--- config.mk ---
export PLATFORM = sky130hd
export DESIGN_NAME = arm_instr_encoder_writer
export DESIGN_NICKNAME = d
export VERILOG_FILES = /design/src/rtl/arm_instr_encoder_writer.sv
export SDC_FILE = /design/constraint.sdc
export NUM_CORES = 1
export LEC_CHECK = 0
export CAP_MARGIN = 10
export CORE_MARGIN = 2
export CORE_UTILIZATION = 40
export CTS_CLUSTER_SIZE = 14
export DETAILED_ROUTE_END_ITERATION = 6
export GPL_ROUTABILITY_DRIVEN = 0
export GPL_TIMING_DRIVEN = 0
export PLACE_DENSITY = 0.73
export SKIP_LAST_GASP = 1
export SLEW_MARGIN = 40
export SYNTH_ARGS = -nofsm -noshare
export SYNTH_HDL_FRONTEND = slang
export SYNTH_SLANG_ARGS = --single-unit
--- constraint.sdc ---
create_clock -name i_clk -period 2.3 [get_ports i_clk]
set_input_delay 0.23 -clock i_clk [delete_from_list [all_inputs] [get_ports i_clk]]
set_output_delay 0.23 -clock i_clk [all_outputs]
set_load 0.05 [all_outputs]
--- src/rtl/arm_instr_encoder_writer.sv ---
// arm_instr_encoder_writer
//   Encodes a decoded ARM instruction field bundle into a 32-bit word and writes it big-endian,
//   one byte per cycle, into a byte-addressed instruction memory at an auto-incrementing
//   pointer. One legal instruction takes 5 cycles (accept + 4 byte writes); back-to-back
//   accepts are possible on the cycle after the 4th byte.
//
// Ports
//   i_clk, i_reset_n        clock, asynchronous active-low reset
//   i_in_valid/o_in_ready   field bundle handshake; ready = idle and memory not full
//   i_in_class              00 data-proc, 01 load/store, 10 branch, 11 NOP
//   i_cond .. i_br_offset   decoded instruction fields
//   i_ptr_clr               clears pointer, word count and full flag (idle only)
//   o_mem_we/addr/data      byte write port to instruction memory
//   o_instr_word            last encoded (accepted, legal) word
//   o_done                  1-cycle pulse after the 4th byte of a word
//   o_err                   1-cycle pulse after an illegal bundle is accepted
//   o_full                  memory filled; set when the pointer wraps to 0
//   o_instr_count           words written since the last clear
module arm_instr_encoder_writer #(
    parameter int unsigned ADDR_W = 8
) (
    input  logic              i_clk,
    input  logic              i_reset_n,
    input  logic              i_in_valid,
    output logic              o_in_ready,
    input  logic [1:0]        i_in_class,
    input  logic [3:0]        i_cond,
    input  logic [3:0]        i_dp_op,
    input  logic              i_s_bit,
    input  logic [3:0]        i_rn,
    input  logic [3:0]        i_rd,
    input  logic [11:0]       i_imm12,
    input  logic              i_ls_load,
    input  logic              i_ls_byte,
    input  logic              i_ls_up,
    input  logic              i_br_link,
    input  logic [23:0]       i_br_offset,
    input  logic              i_ptr_clr,
    output logic              o_mem_we,
    output logic [ADDR_W-1:0] o_mem_addr,
    output logic [7:0]        o_mem_data,
    output logic [31:0]       o_instr_word,
    output logic              o_done,
    output logic              o_err,
    output logic              o_full,
    output logic [ADDR_W-2:0] o_instr_count
);

    typedef enum logic [0:0] {StIdle, StWrite} state_e;

    state_e            r_state;
    logic [ADDR_W-1:0] r_ptr;
    logic [1:0]        r_idx;
    logic [31:0]       r_word;
    logic              r_mem_we;
    logic [ADDR_W-1:0] r_mem_addr;
    logic [7:0]        r_mem_data;
    logic              r_done;
    logic              r_err;
    logic              r_full;
    logic [ADDR_W-2:0] r_count;

    logic [31:0]       w_word;
    logic              w_illegal;
    logic              w_accept;
    logic [1:0]        w_idx_next;
    logic [7:0]        w_byte_next;
    logic [ADDR_W-1:0] w_ptr_next;

    always_comb begin
        w_word = 32'h0000_0000;
        case (i_in_class)
            2'b00:   w_word = {i_cond, 3'b001, i_dp_op, i_s_bit, i_rn, i_rd, i_imm12};
            // Bit 22 set selects a word transfer, so it is the inverse of ls_byte.
            2'b01:   w_word = {i_cond, 3'b010, 1'b1, i_ls_up, ~i_ls_byte, 1'b0, i_ls_load,
                               i_rn, i_rd, i_imm12};
            // Bit 24 set means plain B, so it is the inverse of br_link.
            2'b10:   w_word = {i_cond, 3'b101, ~i_br_link, i_br_offset};
            default: w_word = 32'h0000_0000;
        endcase
    end

    // Opcodes 1000..1011 (TST/TEQ/CMP/CMN slots) are not produced by the decoder.
    assign w_illegal  = (i_in_class == 2'b00) && (i_dp_op[3:2] == 2'b10);
    assign o_in_ready = (r_state == StIdle) && !r_full;
    // A simultaneous pointer clear wins over the bundle.
    assign w_accept   = i_in_valid && o_in_ready && !i_ptr_clr;

    assign w_idx_next = r_idx + 2'd1;
    assign w_ptr_next = r_ptr + ADDR_W'(4);

    always_comb begin
        w_byte_next = r_word[31:24];
        case (w_idx_next)
            2'd0:    w_byte_next = r_word[31:24];
            2'd1:    w_byte_next = r_word[23:16];
            2'd2:    w_byte_next = r_word[15:8];
            default: w_byte_next = r_word[7:0];
        endcase
    end

    always_ff @(posedge i_clk or negedge i_reset_n) begin
        if (!i_reset_n) begin
            r_state    <= StIdle;
            r_ptr      <= '0;
            r_idx      <= 2'd0;
            r_word     <= 32'h0000_0000;
            r_mem_we   <= 1'b0;
            r_mem_addr <= '0;
            r_mem_data <= 8'h00;
            r_done     <= 1'b0;
            r_err      <= 1'b0;
            r_full     <= 1'b0;
            r_count    <= '0;
        end else begin
            r_done <= 1'b0;
            r_err  <= 1'b0;
            case (r_state)
                StIdle: begin
                    if (i_ptr_clr) begin
                        r_ptr   <= '0;
                        r_count <= '0;
                        r_full  <= 1'b0;
                    end else if (w_accept) begin
                        if (w_illegal) begin
                            r_err <= 1'b1;
                        end else begin
                            // First byte is presented in the cycle right after accept.
                            r_word     <= w_word;
                            r_idx      <= 2'd0;
                            r_mem_we   <= 1'b1;
                            r_mem_addr <= r_ptr;
                            r_mem_data <= w_word[31:24];
                            r_state    <= StWrite;
                        end
                    end
                end
                StWrite: begin
                    if (r_idx == 2'd3) begin
                        r_mem_we <= 1'b0;
                        r_ptr    <= w_ptr_next;
                        r_count  <= r_count + (ADDR_W-1)'(1);
                        r_done   <= 1'b1;
                        r_state  <= StIdle;
                        // Wrap to 0 means the last word slot has just been written.
                        if (w_ptr_next == '0) begin
                            r_full <= 1'b1;
                        end
                    end else begin
                        r_idx      <= w_idx_next;
                        r_mem_addr <= r_ptr + {{(ADDR_W-2){1'b0}}, w_idx_next};
                        r_mem_data <= w_byte_next;
                    end
                end
                default: r_state <= StIdle;
            endcase
        end
    end

    assign o_mem_we      = r_mem_we;
    assign o_mem_addr    = r_mem_addr;
    assign o_mem_data    = r_mem_data;
    assign o_instr_word  = r_word;
    assign o_done        = r_done;
    assign o_err         = r_err;
    assign o_full        = r_full;
    assign o_instr_count = r_count;

endmodule

==> key figures <==
Outcome
  – Outcome: completed

Cells and area
  – Final Util: 59.9%
  – Finished Layout Cells: 559
  – Fill cells: 706
  – Area delta synth->final: 46.9%
  – NumNets Final: about 520
  – Layout cell share with drive strength beyond 1: 7.27%
  – ANT cells: 0

Synth
  – Number of flops mapped to enable cells by yosys: 0
  – #FFs+latches synth: a little under 70
  – Syn avg cell area: around 11 um2
  – Synthesized instance count: 314
  – Synth Flop Type: dfrtp_1
  – Yosys warnings: 0
  – Sequential fraction of the synthesis area: approximately half
  – Mapped Nets: just under 400
  – Post-synth ARST share: 100%
  – Post-Syn Area: 3320 um2
  – Distinct cells, synth: 45

STA
  – Actual slew at the worst max-slew pin: around 0.60 ns
  – Hold WS: about 0.34 ns
  – Final Hold Viols: 0
  – Tmin final: approximately 2.2 ns
  – RSZ-0062 raised after global routing: false
  – Max Freq: between 400 and 500 MHz
  – Worst slew margin: 60.1%
  – Crit share post-route: a little over nine tenths
  – Clock skew: roughly 0.006 ns
  – Final setup fails: 0
  – Slew Viols, Final: 0

Worst setup path
  – Slowest stage delay, CP: 0.82 ns
  – Required @ worst endpoint: approximately 2.1 ns
  – CP Launch Type: register
  – R2R setup slack: about 0.22 ns
  – Crit-path max FO: 10
  – Worst EP arrival: around 2 ns
  – CP max stage cell: clkdlybuf4s50_1
  – Setup CP Type: register to primary output
  – Worst Path Buf+Inv: 2
  – Crit. End Element: primary output
  – Cell chain of the critical path: clkbuf_2 -> nor2_1 -> clkdlybuf4s50_1
  – Top delay family on crit path: buffers and inverters

Routing
  – DRT antenna net count: 0
  – Initial DRC count: between 150 and 200
  – Total number of vias: 3078
  – Total wire length: between 10 and 15 mm
  – Pre-antenna DRT Iters: 5
  – DR vias/cell: 5.51
  – DRC viols: 0
  – Wire per inst: between 15 and 20 um

Global route
  – GRT overflow: 0
  – First-pass GRT wire length: 15.9 mm
  – Largest net degree at the start of global routing: 39
  – Vias in the first global route: 3083
  – Initial antenna violation count: 0
  – Total GRT Usage: between 20% and 30%

Placed design
  – IO Port Bufs: roughly 120
  – DP Wirelength: around 7.7 mm
  – Inst Count DP: about 540

Die
  – Die area: approximately 9000 um2
  – Floorplan row count: 33
  – I/O pin count: ~120
  – Core area: around 8100 um2
  – Die width: 95.1 um
  – Die H: roughly 95 um
  – Starting Density: 40.8%

Clock network
  – Clk sinks: 68
  – Worst-path clk slew: 0.07 ns
  – Clk buf depth: 2
  – CTS root buf: clkbuf_8
  – TritonCTS clock tree: done
  – Clock network latency to the later pin of the worst-skew pair: 0.34 ns
  – Post-CTS Repair Setup Buffers: 0
  – H-tree levels: 3
  – Total CTS buffers: 9

Power
  – Max VDD drop: between 0.0006 and 0.0007 V
  – Sequential fraction of design power: ~30%
  – Comb power frac: just under 60%
  – Internal power: ~0.0036 W
  – Sw power: 0.00348 W
  – Clk network pwr share: 12.1%
  – Leakage: just over 2 nW
  – Sw Share: 49.4%
  – Total Power: just over 0.007 W
  – Power per cell area: approximately 1400 nW/um2

Run
  – Max-Cap Viols: 0

Min path
  – Worst min path class: input pin to asynchronous set/reset pin
[layer usage]
layer | GRT usage, % | vias to the layer above | routed length (um)
met5 | 0 | - | 0
met1 | 30.1 | 1496 | 4280
met4 | 8.09 | 0 | 119
met2 | 39.1 | 132 | 5030
met3 | 5.06 | 11 | 881
li1 | - | 1439 | -
[final timing paths]
check,start,cells after the start,endpoint
max,r_state,3,o_in_ready
min,i_reset_n,2,o_instr_word[14]
max reg2reg,r_state,4,o_instr_word[16]
min reg2reg,o_instr_count[6],1,o_instr_count[6]
max in group asynchronous,i_reset_n,3,o_mem_addr[6]
min in group i_clk,i_cond[2],3,o_instr_word[30]
[final cells by class]
type	count	area [um2]	area share, %
Buffer	24	138	2.82
Multi-Input combinational cell	216	1470	30.1
Timing Repair Buffer	124	1250	25.7
Clock buffer	14	153	3.13
Tap cell	105	131	2.70
Sequential cell	68	1700	34.9
Inverter	6	23.8	0.488
Clock inverter	2	10.0	0.205
[per-stage QoR]
stage | worst slack (ns) | cell area, um2 | TNS (ns)
after floorplan | 0.250 | 3320 | 0
after global placement | -1.34 | 4670 | -96.58
after detailed placement | -0.413 | 4690 | -7.22
after CTS | 0.0177 | 4870 | 0
after global routing | 0.0237 | 4870 | 0
final | 0.0976 | 4870 | 0
[synthesized netlist by cell type, types with 4 or more instances]
master    number  share of area [%]
a21oi_1       19                2.9
a221o_1       21                6.3
a222oi_1       8                2.4
a22o_1         4                1.1
a22oi_1        4               0.91
buf_2          4               0.60
buf_6          5                1.7
clkbuf_1      11                1.2
dfrtp_1       68                 51
ha_1           9                3.4
inv_1          5               0.57
nand2_1       27                3.1
nand2b_1       6                1.1
nand3_1        9                1.4
nor2_1        18                2.0
nor2b_1        6                1.1
nor3b_1       20                4.5
o21ai_0       26                3.9
o22a_1         4                1.1
[layout by cell type, fill, tap and decap left out, types with 5 or more instances in the layout]
cell type,instances
clkdlybuf4s50_1,121
dfrtp_1,68
nand2_1,27
o21ai_0,26
a221o_1,21
nor3b_1,20
a21oi_1,19
nor2_1,17
clkbuf_1,14
clkbuf_8,10
nand3_1,9
ha_1,9
a222oi_1,8
nor2b_1,6
nand2b_1,6
buf_6,6
inv_1,5
[cells by family (layout without fill, tap and decap cells)]
family | after synthesis | after routing | share of synthesized area [%]
and+or+nand+nor | 100 | 100 | 16.6
DFF | 68 | 68 | 51.3
xor gates and xnor gates | 3 | 3 | 0.792
other | 1 | 1 | 0.113
muxes | 6 | 6 | 1.92
buffers and inverters | 30 | 170 | 4.83
AOI/OAI and AO/OA | 97 | 97 | 21.0
adders and majority gates | 9 | 9 | 3.39
[timing repair]
| action | CTS | global route |
|---|---|---|
| resized for setup | 1 | 3 |
| setup endpoints to repair | 4 | 3 |
| endpoints found under the hold margin | 30 | 0 |
| hold buffers | 1 | 0 |
[power groups by stage]
stage	sequential [W]	combinational (W)	clock (W)
5_1_grt	0.00216	0.00433	0.000934
6_report	0.00211	0.00409	0.000852
3_5_place_dp	0.00212	0.00407	0
2_1_floorplan	0.00349	0.00122	0
3_3_place_gp	0.00210	0.00403	0
4_1_cts	0.00210	0.00409	0.000873
[sequential cells by signal, summed over array words and instances, names as in the netlist]
name           cells
o_instr_word      32
o_mem_addr         8
o_mem_data         8
o_instr_count      7
r_ptr              6
r_idx              2
o_done             1
o_err              1
o_full             1
o_mem_we           1
r_state            1
Note: power is estimated with default switching activity, not from simulation.
==> patch 1 (same flow settings) <==
Reset style: synchronous (`i_reset_n`), changed in one clocked block. Comments in the files are not updated.
--- a/src/rtl/arm_instr_encoder_writer.sv
+++ b/src/rtl/arm_instr_encoder_writer.sv
@@ -100,5 +100,5 @@
     end
 
-    always_ff @(posedge i_clk or negedge i_reset_n) begin
+    always_ff @(posedge i_clk) begin
         if (!i_reset_n) begin
             r_state    <= StIdle;
Formal check against the unedited RTL: differs if i_reset_n is asserted again (counterexample within 4 cycles, from zero or initial values and one cycle with i_reset_n low); with i_reset_n held inactive, the same outputs for 4 cycles.
==> patch 1 against the unedited design <==
  * Cell count increased by 13%
  * Count of clock-buffer cells in the layout decreased by 5
  * Critical path type unchanged
  * Sequential cell count unchanged
  * Worst setup slack improved by 0.0055 ns
  * Cell area increased by 5.5%
  * Critical endpoint unchanged
  * Die area increased by 6.0%
  * Routed wire length increased by 4.7%
  * Synthesized area increased by 6.3%
  * Clock skew increased by 0.0064 ns
Power is not compared: it rests on default switching activity, and its combinational part moved more than twofold at a synthesized area within 25%.
==> patch 1: results (changes against the unedited design) <==
| Metric | Value |
|---|---|
| Status | completed (unchanged) |
| DRT Wirelength | 10800 um (was 10300 um) |
| Skew final | 0.0124 ns (was 0.00599 ns) |
| Non-clk buf share | 27.1% (was 28.5%) |
| GR Util met3 | 6.37% (was 5.06%) |
| Hold WC Path Type | in2reg (was in2async) |
| Met2 Use GR | 38.3% (was 39.1%) |
| Setup ws final | 0.103 ns (was 0.0976 ns) |
| Number of hold buffers added after CTS | 0 (was 1) |
| Crit. Startpoint | r_state (unchanged) |
| Share of layout cells above drive strength 1 | 10.4% (was 7.27%) |
| Register area | 1360 um^2 (was 1700 um^2) |
| Fillers | 759 (was 706) |
| Non-clk invs | 14 (was 6) |
| Number of global-route vias before repair | 3483 (was 3083) |
| Pre-CTS WS | 0.141 ns (was -0.413 ns) |
| First-pass GRT wire length | 17300 um (was 15900 um) |
| Worst reg2reg endpoint | o_instr_count[6] (was o_instr_word[16]) |
| Seq_cells | 68 (unchanged) |
| Synth area leaders | dfxtp_1 (39%), a21boi_1 (6.0%), nand3b_1 (4.0%) (was dfrtp_1 (51%), a221o_1 (6.3%), nor3b_1 (4.5%)) |
| Met1 Use GR | 27.2% (was 30.1%) |
| Top cell category | multi-input combinational cells (was registers) |
| Worst reg2reg setup slack | 0.33 ns (was 0.22 ns) |
| Pin count of the biggest net entering global routing | 13 (was 39) |
| Xor/xnor share of the synthesized area | 2.98% (was 0.792%) |
| Critical Path Source Type | flop (unchanged) |
| Worst hold slack | 0.449 ns (was 0.335 ns) |
| Asr flop ratio synth | 0% (was 100%) |
| Netlist cell types | 54 (was 45) |
| Syn Nets | 455 (was 386) |
| DP HPWL | 8240 um (was 7750 um) |
| Fin nets | 588 (was 521) |
| Fraction of standard cell area in multi-input logic | 37.7% (was 30.1%) |
| Seq/Total Area, Yosys | 38.6% (was 51.3%) |
| DRT Pass-1 Iters | 4 (was 5) |
| Post-Synth Adder-Cell Area | 3.19% (was 3.39%) |
| Slew @ Worst Pin | 0.662 ns (was 0.599 ns) |
| Commonest cells in the netlist | dfxtp_1 (68), nand2_1 (31), a21boi_1 (28), a21oi_1 (22), nor2_1 (20) (was dfrtp_1 (68), nand2_1 (27), o21ai_0 (26), a221o_1 (21), nor3b_1 (20)) |
| #MultiIn Comb | 271 (was 216) |
| DR vias | 3412 (was 3078) |
| Synth Area in Compound Gates | 27.9% (was 21.0%) |
| Met1 Wirelength | 4640 um (was 4280 um) |
| Iter 0 DRT Violations | 130 (was 162) |
| Met3 wire len | 737 um (was 881 um) |
| Slowest stage delay, CP | 0.71 ns (was 0.82 ns) |
| Gr usage total | 22.3% (was 23.4%) |
| ClkCell Share | 5.11% (was 3.34%) |
| Critical R2R Launch | r_idx[0] (was r_state) |
| DR WL met2 | 5270 um (was 5030 um) |
| Worst reg-to-reg path cell count | 6 (was 4) |
| Non-CTS buffers | 152 (was 148) |
| Post-synthesis mux area share | 2.27% (was 1.92%) |
| Post-CTS Resized | 0 (was 1) |
| Clock buffer count | 9 (was 14) |
patch 1: changes by cell type after synthesis, sizes merged, moves of 8 or more:
| cell | change |
|---|---|
| dfrtp | -68 |
| a21boi | +32 |
| inv | +8 |
| a221o | -21 |
| nor3b | -19 |
| a22oi | +24 |
| o21ai | -13 |
| xnor2 | +8 |
| nand3b | +20 |
| dfxtp | +68 |
patch 1: power groups by stage:
stage | clock network (mW) | logic, mW | registers [mW]
after CTS | 1.31 | 0.691 | 1.27
after global placement | 0 | 0.681 | 1.30
final | 1.30 | 0.691 | 1.28
after global routing | 1.36 | 0.730 | 1.28
after detailed placement | 0 | 0.688 | 1.30
after floorplan | 0 | 0.235 | 1.46
patch 1: stage by stage:
step	area (um^2)	instances	util (%)
global route	5140	629	59.6
global placement	4880	613	56.5
finish	5140	629	59.6
detailed placement	4880	613	56.5
CTS	5140	629	59.6
floorplan	3530	383	-
==> patch 2 (config.mk and constraints unchanged) <==
Without the edit above. The parameter `ADDR_W` goes from 8 to 10.
--- a/src/rtl/arm_instr_encoder_writer.sv
+++ b/src/rtl/arm_instr_encoder_writer.sv
@@ -18,5 +18,5 @@
 //   o_instr_count           words written since the last clear
 module arm_instr_encoder_writer #(
-    parameter int unsigned ADDR_W = 8
+    parameter int unsigned ADDR_W = 10
 ) (
     input  logic              i_clk,
Interface: changed (resized o_instr_count and o_mem_addr); port bits go from 123 to 127. The function was not compared with the original's and may differ.
==> patch 2 against the unedited design <==
  * Worst setup slack improved by 0.019 ns
  * First-iteration DRC count fell by 8.0%
  * Cell count rose by 9.1%
  * Sequential power rose by 6%
  * Clock power rose by 31%
  * Routed wire length rose by 6.8%
  * Count of clock-buffer cells in the layout fell by 5
  * Total power rose by 7.9%
  * Cell area rose by 9.7%
  * Sequential cell count rose by 6
  * Synthesized area rose by 11%
  * Largest cell class unchanged
  * Largest power group unchanged
==> patch 2: results (changes against the unedited design) <==
| Metric | Value |
|---|---|
| Status | completed (unchanged) |
| Max stage delay cell, worst path | or4b_4 (was clkdlybuf4s50_1) |
| Reg clk slew, reported paths | 0.09 ns (was 0.07 ns) |
| Slew @ Worst Pin | 0.629 ns (was 0.599 ns) |
| Seq/Total Area, Yosys | 50.2% (was 51.3%) |
| Met2 Use GR | 38.3% (was 39.1%) |
| GR Util met3 | 5.78% (was 5.06%) |
| Pin count of the biggest net entering global routing | 53 (was 39) |
| Pleak | 2.25 nW (was 2.06 nW) |
| Met1 Use GR | 28.4% (was 30.1%) |
| Post-synthesis mux area share | 2.58% (was 1.92%) |
| DR WL/cell | 18.1 um (was 18.4 um) |
| Worst reg-to-reg path cell count | 6 (was 4) |
| DP HPWL | 8240 um (was 7750 um) |
| Fin nets | 566 (was 521) |
| DR vias | 3395 (was 3078) |
| Gr usage total | 22.6% (was 23.4%) |
| Worst-Skew Late Latency | 0.35 ns |
| Skew final | 0.0168 ns (was 0.00599 ns) |
| Critical path arrival | 2.43 ns (was 1.97 ns) |
| Syn Nets | 427 (was 386) |
| Max Buffers Root-to-Sink | 2 (unchanged) |
| Slowest stage delay, CP | 0.59 ns (was 0.82 ns) |
| Port buffer count | 126 (was 122) |
| Flop pwr share | 29.4% (was 29.9%) |
| DR WL met2 | 5300 um (was 5030 um) |
| Area post-placement | 5120 um^2 (was 4690 um^2) |
| Synth area leaders | dfrtp_1 (50%), a221o_1 (5.7%), nor3b_1 (4.1%) (was dfrtp_1 (51%), a221o_1 (6.3%), nor3b_1 (4.5%)) |
| Internal Power | 3.93 mW (was 3.57 mW) |
| Post-Synth Adder-Cell Area | 3.05% (was 3.39%) |
| Met3 wire len | 796 um (was 881 um) |
| Share of layout cells above drive strength 1 | 7.41% (was 7.27%) |
| Worst reg2reg setup slack | 0.12 ns (was 0.22 ns) |
| Met1 Wirelength | 4690 um (was 4280 um) |
| Hold WC Path Type | in2async (unchanged) |
| Critical path destination | o_mem_addr[9] (was o_in_ready) |
-- patch 2: layout make-up --
type	instances	area, um^2
repair buffers	128	1300
clock inverters	7	93.8
multi-input cells	249	1660
plain buffers	26	160
clock buffers	9	124
well taps	111	139
flip-flops and latches	74	1850
fillers	812	3760
inverters	6	22.5
-- patch 2: critical path: cells and delay by family, from the launching register on --
kind	cells	cell delay (ns)
AND/OR/NAND/NOR	3	0.99
flip-flops	1	0.44
multiplexers	1	0.35
buffers and inverters	2	0.32
-- patch 2: timing repair --
item,in CTS,in global routing
pin swaps,0,0
endpoints found under the hold margin,22,0
resized for setup,1,2
setup endpoints to repair,1,3
hold buffers,1,0
-- patch 2: through the flow --
stage,power [mW],instances
after detailed placement,6.52,593
final,7.61,610
after global routing,8.03,610
after global placement,6.46,592
after CTS,7.66,610
after floorplan,4.96,355
